### src/rtl/fpu_pkg.sv
// Shared definitions for the FPU operation sequencer: op encodings,
// sequencer states, error bit positions and the unit one-hot helper.
package fpu_pkg;

  localparam int NUM_UNITS = 5;

  localparam logic [2:0] OP_ADD = 3'd0;
  localparam logic [2:0] OP_SUB = 3'd1;
  localparam logic [2:0] OP_MUL = 3'd2;
  localparam logic [2:0] OP_DIV = 3'd3;
  localparam logic [2:0] OP_CMP = 3'd4;

  localparam int ERR_ILLEGAL = 0;
  localparam int ERR_TIMEOUT = 1;

  typedef enum logic [1:0] {
    ST_IDLE  = 2'd0,
    ST_ISSUE = 2'd1,
    ST_WAIT  = 2'd2,
    ST_RESP  = 2'd3
  } seq_state_e;

  // One-hot unit select for an op; illegal ops (5-7) map to no unit.
  function automatic logic [NUM_UNITS-1:0] op_onehot(input logic [2:0] op);
    return NUM_UNITS'(1) << op;
  endfunction

endpackage

### src/rtl/fpu_seq_timer.sv
// Clearable up-counter with a terminal-count flag, used to bound how long
// the sequencer waits for a unit's done pulse.
module fpu_seq_timer #(
  parameter int TIMEOUT_CYCLES = 64,
  parameter int TMR_W          = $clog2(TIMEOUT_CYCLES + 1)
) (
  input  logic clk,
  input  logic rst,
  input  logic clr_i,
  input  logic en_i,
  output logic tc_o
);

  logic [TMR_W-1:0] cnt_q;
  logic [TMR_W-1:0] cnt_d;

  // Clear has priority over counting.
  always_comb begin
    cnt_d = cnt_q;
    if (clr_i) begin
      cnt_d = '0;
    end else if (en_i) begin
      cnt_d = cnt_q + TMR_W'(1);
    end
  end

  // Counter register.
  always_ff @(posedge clk or posedge rst) begin
    if (rst) begin
      cnt_q <= '0;
    end else begin
      cnt_q <= cnt_d;
    end
  end

  assign tc_o = (cnt_q == TMR_W'(TIMEOUT_CYCLES - 1));

endmodule

### src/rtl/fpu_op_sequencer.sv
// Issues one FPU operation at a time: latches a command, pulses the chosen
// unit's start, waits (bounded) for its done, captures the mux output and
// holds it until the requester takes it.
module fpu_op_sequencer
  import fpu_pkg::*;
#(
  parameter int DATA_W         = 32,
  parameter int TIMEOUT_CYCLES = 64,
  parameter int TMR_W          = $clog2(TIMEOUT_CYCLES + 1)
) (
  input  logic                 clk,
  input  logic                 rst,
  input  logic                 cmd_valid,
  output logic                 cmd_ready,
  input  logic [2:0]           cmd_op,
  input  logic [DATA_W-1:0]    cmd_a,
  input  logic [DATA_W-1:0]    cmd_b,
  output logic [NUM_UNITS-1:0] unit_start,
  output logic [DATA_W-1:0]    unit_a,
  output logic [DATA_W-1:0]    unit_b,
  input  logic [NUM_UNITS-1:0] unit_done,
  output logic [2:0]           mux_op,
  input  logic [DATA_W-1:0]    mux_result,
  input  logic                 mux_eq,
  input  logic                 mux_gt,
  input  logic                 mux_lt,
  output logic                 res_valid,
  input  logic                 res_ready,
  output logic [DATA_W-1:0]    res_data,
  output logic [2:0]           res_flags,
  output logic [1:0]           res_err,
  output logic                 busy
);

  seq_state_e        state_q, state_d;
  logic [2:0]        mux_op_q, mux_op_d;
  logic [DATA_W-1:0] unit_a_q, unit_a_d;
  logic [DATA_W-1:0] unit_b_q, unit_b_d;
  logic [DATA_W-1:0] res_data_q, res_data_d;
  logic [2:0]        res_flags_q, res_flags_d;
  logic [1:0]        res_err_q, res_err_d;
  logic              tmr_clr, tmr_en, tmr_tc;
  logic              done_hit;

  fpu_seq_timer #(
    .TIMEOUT_CYCLES(TIMEOUT_CYCLES),
    .TMR_W         (TMR_W)
  ) u_timer (
    .clk  (clk),
    .rst  (rst),
    .clr_i(tmr_clr),
    .en_i (tmr_en),
    .tc_o (tmr_tc)
  );

  // Only the done bit of the unit we started counts.
  assign done_hit = |(unit_done & op_onehot(mux_op_q));

  // Next-state and capture logic; done beats a same-cycle timeout.
  always_comb begin
    state_d     = state_q;
    mux_op_d    = mux_op_q;
    unit_a_d    = unit_a_q;
    unit_b_d    = unit_b_q;
    res_data_d  = res_data_q;
    res_flags_d = res_flags_q;
    res_err_d   = res_err_q;
    tmr_clr     = 1'b0;
    tmr_en      = 1'b0;
    case (state_q)
      ST_IDLE: begin
        if (cmd_valid) begin
          mux_op_d = cmd_op;
          unit_a_d = cmd_a;
          unit_b_d = cmd_b;
          if (cmd_op > OP_CMP) begin
            res_data_d             = '0;
            res_flags_d            = '0;
            res_err_d              = '0;
            res_err_d[ERR_ILLEGAL] = 1'b1;
            state_d                = ST_RESP;
          end else begin
            state_d = ST_ISSUE;
          end
        end
      end
      ST_ISSUE: begin
        tmr_clr = 1'b1;
        state_d = ST_WAIT;
      end
      ST_WAIT: begin
        tmr_en = 1'b1;
        if (done_hit) begin
          res_err_d = '0;
          if (mux_op_q == OP_CMP) begin
            res_data_d  = '0;
            res_flags_d = {mux_eq, mux_gt, mux_lt};
          end else begin
            res_data_d  = mux_result;
            res_flags_d = '0;
          end
          state_d = ST_RESP;
        end else if (tmr_tc) begin
          res_data_d             = '0;
          res_flags_d            = '0;
          res_err_d              = '0;
          res_err_d[ERR_TIMEOUT] = 1'b1;
          state_d                = ST_RESP;
        end
      end
      ST_RESP: begin
        if (res_ready) begin
          state_d = ST_IDLE;
        end
      end
      default: state_d = ST_IDLE;
    endcase
  end

  // State and datapath registers; reset drops any in-flight operation.
  always_ff @(posedge clk or posedge rst) begin
    if (rst) begin
      state_q     <= ST_IDLE;
      mux_op_q    <= '0;
      unit_a_q    <= '0;
      unit_b_q    <= '0;
      res_data_q  <= '0;
      res_flags_q <= '0;
      res_err_q   <= '0;
    end else begin
      state_q     <= state_d;
      mux_op_q    <= mux_op_d;
      unit_a_q    <= unit_a_d;
      unit_b_q    <= unit_b_d;
      res_data_q  <= res_data_d;
      res_flags_q <= res_flags_d;
      res_err_q   <= res_err_d;
    end
  end

  assign unit_start = (state_q == ST_ISSUE) ? op_onehot(mux_op_q) : '0;
  assign cmd_ready  = (state_q == ST_IDLE);
  assign busy       = (state_q != ST_IDLE);
  assign res_valid  = (state_q == ST_RESP);
  assign mux_op     = mux_op_q;
  assign unit_a     = unit_a_q;
  assign unit_b     = unit_b_q;
  assign res_data   = res_data_q;
  assign res_flags  = res_flags_q;
  assign res_err    = res_err_q;

endmodule

### config.mk
export PLATFORM = sky130hd
export DESIGN_NAME = fpu_op_sequencer
export DESIGN_NICKNAME = d
export VERILOG_FILES = /design/src/rtl/fpu_pkg.sv /design/src/rtl/fpu_seq_timer.sv /design/src/rtl/fpu_op_sequencer.sv
export SDC_FILE = /design/constraint.sdc
export NUM_CORES = 1
export LEC_CHECK = 0
export ABC_AREA = 0
export BUFFER_PORTS_ARGS = -buffer_cell sky130_fd_sc_hd__buf_2
export CORE_MARGIN = 2
export CORE_UTILIZATION = 42
export CTS_CLUSTER_DIAMETER = 200
export DETAILED_ROUTE_END_ITERATION = 7
export HOLD_SLACK_MARGIN = 0.15
export MAX_ROUTING_LAYER = met4
export PLACE_DENSITY_LB_ADDON = 0.25
export SYNTH_ARGS = -nofsm -noshare
export SYNTH_HDL_FRONTEND = slang
export SYNTH_HIERARCHICAL = 1
export SYNTH_SLANG_ARGS = --single-unit
export TNS_END_PERCENT = 1
### constraint.sdc
create_clock -name clk -period 3.25 [get_ports clk]
set_input_delay 0.4875 -clock clk [delete_from_list [all_inputs] [get_ports clk]]
set_output_delay 0.4875 -clock clk [all_outputs]
set_load 0.01 [all_outputs]
# == After elaboration in Yosys (flattened, before gate mapping) ==
# Index checks and enable logic that the tools add are counted.
# op_classes
n_lt_le_gt_ge,1
eq_ne,9
n_reduce_logical,8
n_mul,0
div,0
bitwise,1
n_mux,28
shifts,1
addsub,1
# op_table
cell,n
32-bit two-way mux,5
32-bit one-hot mux with 2 select lines,1
2-bit two-way mux,9
3-bit two-way mux,5
7-bit two-way mux,2
2-bit one-hot mux with 4 select lines,1
7-bit by 1-bit adder with 7-bit output (second input constant),1
7-bit by 6-bit == test with 1-bit output (second input constant),1
3-bit one-hot mux with 2 select lines,1
2-bit nonzero test,3
5-bit bitwise AND,1
5-bit two-way mux,1
5-bit OR reduction,1
1-bit by 3-bit << shifter with 5-bit output (first input constant),1
2-bit == test (second input constant),2
2-bit by 1-bit != test with 1-bit output (second input constant),2
2-bit one-hot mux with 2 select lines,1
4-bit AND reduction,1
3-bit == test (second input constant),1
3-bit greater-than comparator (second input constant),1
3-bit != test (second input constant),1
3-bit AND reduction,1
2-bit by 1-bit == test with 1-bit output (second input constant),1
2-bit zero test,1
3 further kinds,4
# totals
regBits,113
memories,0
rom_bits,0
word_cells,57
ramBits,0
out_inout_bits,112
latchBits,0

# == Logic depth before layout (Yosys ltp) ==
# Gate-level depths: netlist of run 1.
# depth
word_depth,5
mapped_depth,8

# == By module ==
# The synthesis of run 1 kept the hierarchy.
# by_module_without_submodules
mod,instances,area_per_inst_um2,cells_each,seq_area_each_um2
fpu_op_sequencer,1,4554.4,340,2652.5
fpu_seq_timer,1,327.8,31,175.2

# == Worst setup path before layout of run 1 ==
# Ideal clock, no wire load.
# synth_path
kind,register -> register
startpoint,reg state_q[0]
endpoint,"reg mux_op_q[0], in the netlist mux_op[0]"
t_required_ns,3.125
path_stages_with_launch,7
setup_time_ns,0.125
path_slack_ns,1.404
arrival_ns,1.721
cell_sequence,dfrtp_1 inv_1 ha_1 nand2_1 clkbuf_1 buf_2 mux2_2
# synth_via
elab_chain_len,2
# synth_rtl
element,line,rtl
"start, declared",fpu_op_sequencer.sv:35,"seq_state_e state_q, state_d;"
"start signal, assigned",fpu_op_sequencer.sv:131,state_q <= state_d;
2-bit zero test,-,
named net cmd_ready,fpu_op_sequencer.sv:14,"output logic cmd_ready,"
2-bit AND reduction (no line),-,
"end signal, assigned",fpu_op_sequencer.sv:132,mux_op_q <= mux_op_d;
"end, declared",fpu_op_sequencer.sv:36,"logic [2:0] mux_op_q, mux_op_d;"
# The timed path passes the listed nets, and every way through them passes these cells.
# A chain may end at the register's enable or synchronous reset.

# == Worst setup path in the final report of run 1 ==
# layout_path
startpoint,reg state_q[0]
endpoint,"reg res_data_q[26], in the netlist res_data[26]"
# layout_via
elab_chain_len,3
elab_cells_between_ends,8
# layout_rtl
element,line,rtl
2-bit == test / 2-bit zero test (equally long branches),fpu_op_sequencer.sv:70,case (state_q)
"3-bit != test (no line), or another cell as far along",-,
4-bit AND reduction (no line),-,
"end signal, assigned",fpu_op_sequencer.sv:135,res_data_q <= res_data_d;
"end, declared",fpu_op_sequencer.sv:39,"logic [DATA_W-1:0] res_data_q, res_data_d;"
# Several ways; a longest one is shown, not always the timed one.

==> reports/metrics.yaml, run 1 <==
worst_setup_path:
  crit_family: "compound AO/OA/AOI/OAI gates"
  crit_chain: "inv_1 -> ha_1 -> nor3b_1 -> o211a_1 -> o21ai_0 -> mux2i_1"
  ff2ff_path_depth: 6
  cp-start-kind: "flip-flop"
  path_max_fanout: 32
  worst-path-buf-inv: 1
  cp_slowest_cell: "o211a_1"
  critPathKind: "flip-flop to flip-flop"
  crit_arrival_ns: 2.78
  rr_startpoint: "state_q[0]"
  path_depth: 6
  critPathCapture: "res_data[26]"
  critPathMaxStageDelay_ns: 0.73
  cp-startpoint: "state_q[0]"
  crit_path_end_kind: "flip-flop"
  critPathRequiredTime_ns: 3.56
  r2r_slack_ns: 0.79
  r2r-end: "res_data[26]"
synth:
  synth-async-reset-ratio_pct: 100
  synth_cell_type_count: 37
  seq_area_frac_synth_pct: 57.9
  syn-instance-count: 371
  synth_edf_count: 0
  syn-num-nets: 487
  synthFlopType: "dfrtp_1"
  syn_area_um2: 4880
  ys_warn_count: 6
  avgSynthCellArea_um2: 13.2
  ys_seq_elements: 113
timing:
  relSlewSlack_pct: 44.1
  max_clock_freq_mhz: 406
  min_period_ns: 2.46
  post-route-period-util_pct: 75.8
  rsz0062_at_grt: "no"
  clock_skew_ns: 0.00679
  setup_slack_ns: 0.787
  report.final.slew_viol_count: 0
  hold_viol_final: 0
  setup_violations: 0
  setup-tns-final_ns: 0
  tightestPinTransition_ns: 0.838
die:
  io_pins: 223
  dieArea_um2: 12500
  start_util_pct: 42.9
  core_area_um2: 11400
  die_y_um: 112
  chipWidth_um: 112
  placementRows: 39
flow_run:
  max-cap-violations: 0
clock_network:
  path_clk_slew_ns: 0.05
  cts_made_buffers: 17
  cts_hold_buf: 1
  cts_tree: "done"
  clock-sinks: 113
  ctsResizeCount: 0
  cts_root_buf: "clkbuf_16"
  clockBufferDepth: 2
  insertion_delay_ns: 0.40
  h-tree-depth: 4
  post-cts-setup-buffer-count: 0
global_routing:
  antenna_found_initial: 1
  overflow: 0
  grt_pass1_wl_um: 19300
  grt_pass1_vias: 3946
  grt_use_total_pct: 20.1
  grt_max_degree: 68
final_layout:
  area_growth_pct: 37.6
  final_common_cell: "buf_2"
  postLayoutCoreUtil_pct: 59.1
  layout-drive-gt1-share_pct: 54.6
  nNetsFinal: 716
  fillers: 975
  mostFrequentLayoutCells: "buf_2, dfrtp_1, mux2_2"
placement:
  pre_cts_ws_ns: 0.831
  hpwlAfterDp_um: 8460
  gp_congestion: 0.826
  port_buffers: 222
routing:
  drt-total-wl_um: 11600
  drc_errors: 0
  ant_nets: 0
  vias: 3669
  drt_first_iter_violations: 198
  viasPerCell: 4.85
  wl_per_cell_um: 15.3
  first_pass_iters: 4
min_path:
  hp-start: "cmd_b[23]"
  holdCritPathClass: "input port to flip-flop"
  hold_depth: 2
power:
  power_density_nw_per_um2: 1030
  vdd_ir_drop_max_v: 0.000504
  p_leak_nw: 3.39
status:
  status: "finished, final reports clean"
[registers in the layout, indices dropped and copies added (netlist names)]
name and count:
res_data 32, unit_a 32, unit_b 32, u_timer/cnt_q 7
mux_op 3, res_flags 3, res_err 2, state_q 2
[layout make-up]
cell class | instances | area, µm² | share of cell area [%]
Multi-Input combinational cell | 198 | 1770 | 26.4
Sequential cell | 113 | 2830 | 42.1
Tap cell | 143 | 179 | 2.66
Timing Repair Buffer | 228 | 1210 | 18.0
Antenna cell | 1 | 2.50 | 0.0373
Clock buffer | 25 | 485 | 7.23
Clock inverter | 6 | 80.1 | 1.19
Inverter | 42 | 161 | 2.40
[cells by family (layout without fill, tap and decap cells)]
logic type | after synthesis | after routing | share of synthesized area (%)
AO/OA/AOI/OAI | 44 | 44 | 5.38
XOR/XNOR | 4 | 4 | 0.718
adder cells (fa/ha/maj) | 5 | 5 | 1.28
buffers and inverters | 60 | 301 | 6.00
flip-flops | 113 | 113 | 57.9
multiplexers | 109 | 109 | 24.4
other | 0 | 1 | 0
AND/OR/NAND/NOR | 36 | 36 | 4.33
[where the power goes]
| part | internal, mW | total (mW) | switching [mW] |
|---|---|---|---|
| Clock | 1.18 | 1.77 | 0.589 |
| Sequential | 2.08 | 2.47 | 0.389 |
| Combinational | 1.34 | 2.69 | 1.35 |
| Total | 4.60 | 6.93 | 2.33 |
[per-layer routing]
layer,routed length (µm),GRT usage [%],vias to the layer above,share of wire (%)
met4,131,7.57,0,1.1
met1,4840,24.3,1772,42
met3,1070,6.97,14,9.3
li1,-,-,1716,-
met5,0,-,-,0
met2,5530,31.3,167,48
[how the worst min path moves through the flow]
stage	to	slack [ns]
final	unit_b[23]	0.31
after floorplan	u_timer/cnt_q[0]	0.29
after global routing	unit_b[23]	0.30
after detailed placement	u_timer/cnt_q[0]	0.48
after CTS	unit_b[17]	0.29
after global placement	u_timer/cnt_q[0]	0.47
[through the flow]
step | power [mW] | std cells | hold WS, ns | cell area [µm²]
6_report | 6.93 | 756 | 0.313 | 6720
5_1_grt | 7.39 | 756 | 0.296 | 6720
4_1_cts | 7.02 | 755 | 0.295 | 6710
3_5_place_dp | 5.20 | 723 | 0.481 | 6140
3_3_place_gp | 5.10 | 723 | 0.471 | 6140
2_1_floorplan | 4.18 | 371 | 0.291 | 4890
[Yosys cell counts (all sizes together), types with 3 or more instances]
| cell | instances | area, µm² |
|---|---|---|
| a21oi | 3 | 18.8 |
| and3 | 3 | 21.3 |
| buf | 8 | 97.6 |
| clkbuf | 10 | 37.5 |
| dfrtp | 113 | 2830 |
| ha | 5 | 62.6 |
| inv | 42 | 158 |
| mux2 | 70 | 800 |
| mux2i | 39 | 390 |
| nand2 | 8 | 30.0 |
| nand4 | 3 | 25.0 |
| nor2 | 9 | 33.8 |
| o21ai | 34 | 170 |
| xor2 | 3 | 26.3 |
[worst register-to-register path: cells and delay by family (launching register included)]
kind            cells  cell delay, ns
simple gates        1            0.24
compound gates      2            1.00
buf+inv             1            0.11
fa+ha+maj           1            0.44
mux                 1            0.19
flops               1            0.40
Power figures use the tool's default switching activity.
==> run 2: changes to the inputs <==
--- a/config.mk
+++ b/config.mk
@@ -5,7 +5,7 @@
 export SDC_FILE = /design/constraint.sdc
 export NUM_CORES = 1
 export LEC_CHECK = 0
-export ABC_AREA = 0
+export ABC_AREA = 1
 export BUFFER_PORTS_ARGS = -buffer_cell sky130_fd_sc_hd__buf_2
 export CORE_MARGIN = 2
 export CORE_UTILIZATION = 42
==> constraint.sdc (replaced) <==
create_clock -name clk -period 2.25 [get_ports clk]
set_input_delay 0.3375 -clock clk [delete_from_list [all_inputs] [get_ports clk]]
set_output_delay 0.3375 -clock clk [all_outputs]
set_load 0.01 [all_outputs]
==> run 2 against run 1 <==
Total power rose by 38%. First-iteration DRC count rose by 25%. Synthesized cell count rose by 11%. Sequential power rose by 32%. Utilization rose by 2.1 points. Clock skew barely moved. Count of clock-buffer cells in the layout fell by 3. Clock power rose by 62%. Hold slack got worse by 0.15 ns. Wire length rose by 3.6%. Sequential share of layout area rose by 0.15 points. Via count rose by 8.5%. Critical path type is now flip-flop to output pin. Critical endpoint is now unit_start[4].
==> reports/metrics.yaml, run 2 <==
die:
  io_pins: 223
  die_y_um: 110
  placementRows: 38
  dieArea_um2: 12200
  core_area_um2: 10900
  chipWidth_um: 110
  start_util_pct: 43.4
synth:
  synth_top_area_cell: "dfrtp_1"
  avgSynthCellArea_um2: 11.5
  syn-instance-count: 413
  synth.top_cells.by_area: "dfrtp_1, mux2_2, nand4_1, nand2_1, o21ai_1"
  syn-num-nets: 529
  synth_edf_count: 0
  synth_cell_type_count: 27
  synth_common_cells: "dfrtp_1, mux2_2, nand2_1"
  ys_warn_count: 6
  seq_area_frac_synth_pct: 59.6
  ys_seq_elements: 113
  syn_area_um2: 4740
  synth.top_cell.area_share_pct: 59.6
  synthFlopType: "dfrtp_1"
  yosysMostFrequentCell: "dfrtp_1"
  synth-async-reset-ratio_pct: 100
final_layout:
  seqCellArea_um2: 2830
  final_common_cell: "buf_2"
  layout-drive-gt1-share_pct: 52.0
  mostFrequentLayoutCells: "buf_2, dfrtp_1, mux2_2"
  area_growth_pct: 41.2
  multi_input_area_um2: 1710
  postLayoutCellArea_um2: 6690
  nNetsFinal: 757
  fillers: 904
clock_network:
  path_clk_slew_ns: 0.05
  cts_made_buffers: 17
  cts_root_buf: "clkbuf_16"
  insertion_delay_ns: 0.40
  clockBufferDepth: 2
  h-tree-depth: 4
  post-cts-setup-buffer-count: 0
  clock-sinks: 113
  cts_tree: "done"
worst_setup_path:
  critPathMaxStageDelay_ns: 0.44
  crit_family: "simple AND/OR/NAND/NOR gates"
  cp-start-kind: "flip-flop"
  worst-path-buf-inv: 1
  path_max_fanout: 18
  critPathRequiredTime_ns: 1.91
  crit_chain: "nor2_1 -> nand2_2 -> nor2_1 -> buf_2"
  cp_slowest_cell: "dfrtp_1"
  crit_path_end_kind: "output pin"
  critPathKind: "flip-flop to output pin"
  crit_arrival_ns: 1.65
  crit_top_cell: "nor2_1"
timing:
  setup_violations: 0
  clock_skew_ns: 0.00694
  rsz0062_at_grt: "no"
  setup-tns-final_ns: 0
  report.final.slew_viol_count: 0
  post-route-period-util_pct: 88.4
  max_clock_freq_mhz: 503
  hold_viol_final: 0
  tightestPinTransition_ns: 0.576
  min_period_ns: 1.99
  relSlewSlack_pct: 61.6
global_routing:
  antenna_found_initial: 2
  grt_max_degree: 107
  globalRoute.busiestLayer: "met2"
  grt_use_total_pct: 20.1
  grt_use_met2_pct: 30.9
  grt_pass1_vias: 3812
  globalRouteMet1Util_pct: 24.1
  use_met3_pct: 7.47
  grt_pass1_wl_um: 18100
  overflow: 0
flow_run:
  max-cap-violations: 0
status:
  status: "finished, final reports clean"
power:
  vdd_ir_drop_max_v: 0.000771
  power_switching_mw: 3.25
  pwr-share-seq_pct: 34.2
  p_leak_nw: 3.35
  pwr-share-comb_pct: 35.8
  power_density_nw_per_um2: 1430
  switching_share_pct: 34.0
  clockPowerShare_pct: 30.0
  p_int_mw: 6.30
routing:
  ant_nets: 0
  wl_per_cell_um: 15.1
  drc_errors: 0
  vias: 3982
  first_pass_iters: 4
  drt-total-wl_um: 12000
  drt_first_iter_violations: 248
  viasPerCell: 5.00
placement:
  gp_congestion: 0.786
  hpwlAfterDp_um: 8490
  dpl_cell_area_um2: 6000
  port_buffers: 222
min_path:
  holdCritPathClass: "input port to flip-flop"
## run 2: area by class of cell
class                      count  share of cell area (%)
timing repair buffer         234                    18.7
clock buffer                  22                    7.23
clock inverter                10                    2.32
multi-input combinational    253                    25.5
sequential                   113                    42.3
inverter                      22                    1.29
tap                          140                    2.62
antenna                        2                  0.0748
## run 2: worst paths after layout
path / start / end / slack (ns) / cells after the start
min in group asynchronous: rst / u_timer/cnt_q[6] / 0.44 / 3
setup / recovery: mux_op[0] / unit_start[4] / 0.26 / 4
setup reg to reg: state_q[1] / res_data[13] / 0.31 / 8
hold / removal: cmd_a[0] / unit_a[0] / 0.16 / 2
max in group asynchronous: rst / state_q[1] / 1.16 / 4
hold reg to reg: res_err[0] / res_err[0] / 0.48 / 2
## run 2: timing repair
action                                  CTS  global route
hold endpoints to repair                114             2
gates resized for setup                   0             2
hold buffers                              2             2
endpoints found under the setup margin    0            38
## run 2: logic make-up (layout without fill, tap and decap cells)
family | Yosys count | in the layout | synth area share, %
compound gates | 49 | 49 | 5.28
xor+xnor | 1 | 1 | 0.185
fa+ha+maj | 5 | 5 | 1.32
buf+inv | 47 | 288 | 4.62
flops | 113 | 113 | 59.6
mux | 64 | 64 | 15.2
other cells | 0 | 2 | 0
simple gates | 134 | 134 | 13.8
## run 2: power by group through the flow
| stage | logic, mW | clock network (mW) | registers (mW) |
|---|---|---|---|
| after floorplan | 1.82 | 0 | 3.62 |
| after global placement | 3.36 | 0 | 3.23 |
| after detailed placement | 3.45 | 0 | 3.27 |
| after CTS | 3.45 | 2.91 | 3.27 |
| after global routing | 3.75 | 3.03 | 3.37 |
| final | 3.42 | 2.86 | 3.27 |
## run 2: metal layers
metal / wire (µm) / vias to the layer above
li1: - / 1890
met5: 0 / -
met1: 5020 / 1898
met3: 1180 / 9
met4: 144 / 0
met2: 5640 / 185
## run 2: metrics by stage
step / instances / power, mW / util [%] / setup slack (ns) / hold WS [ns]
6_report: 796 / 9.55 / 61.2 / 0.261 / 0.165
5_1_grt: 796 / 10.1 / 61.2 / 0.0691 / 0.150
4_1_cts: 792 / 9.63 / 60.9 / 0.0391 / 0.151
3_5_place_dp: 758 / 6.72 / 54.9 / 0.145 / 0.319
3_3_place_gp: 758 / 6.59 / 54.9 / 0.234 / 0.315
2_1_floorplan: 413 / 5.44 / - / 0.516 / 0.141
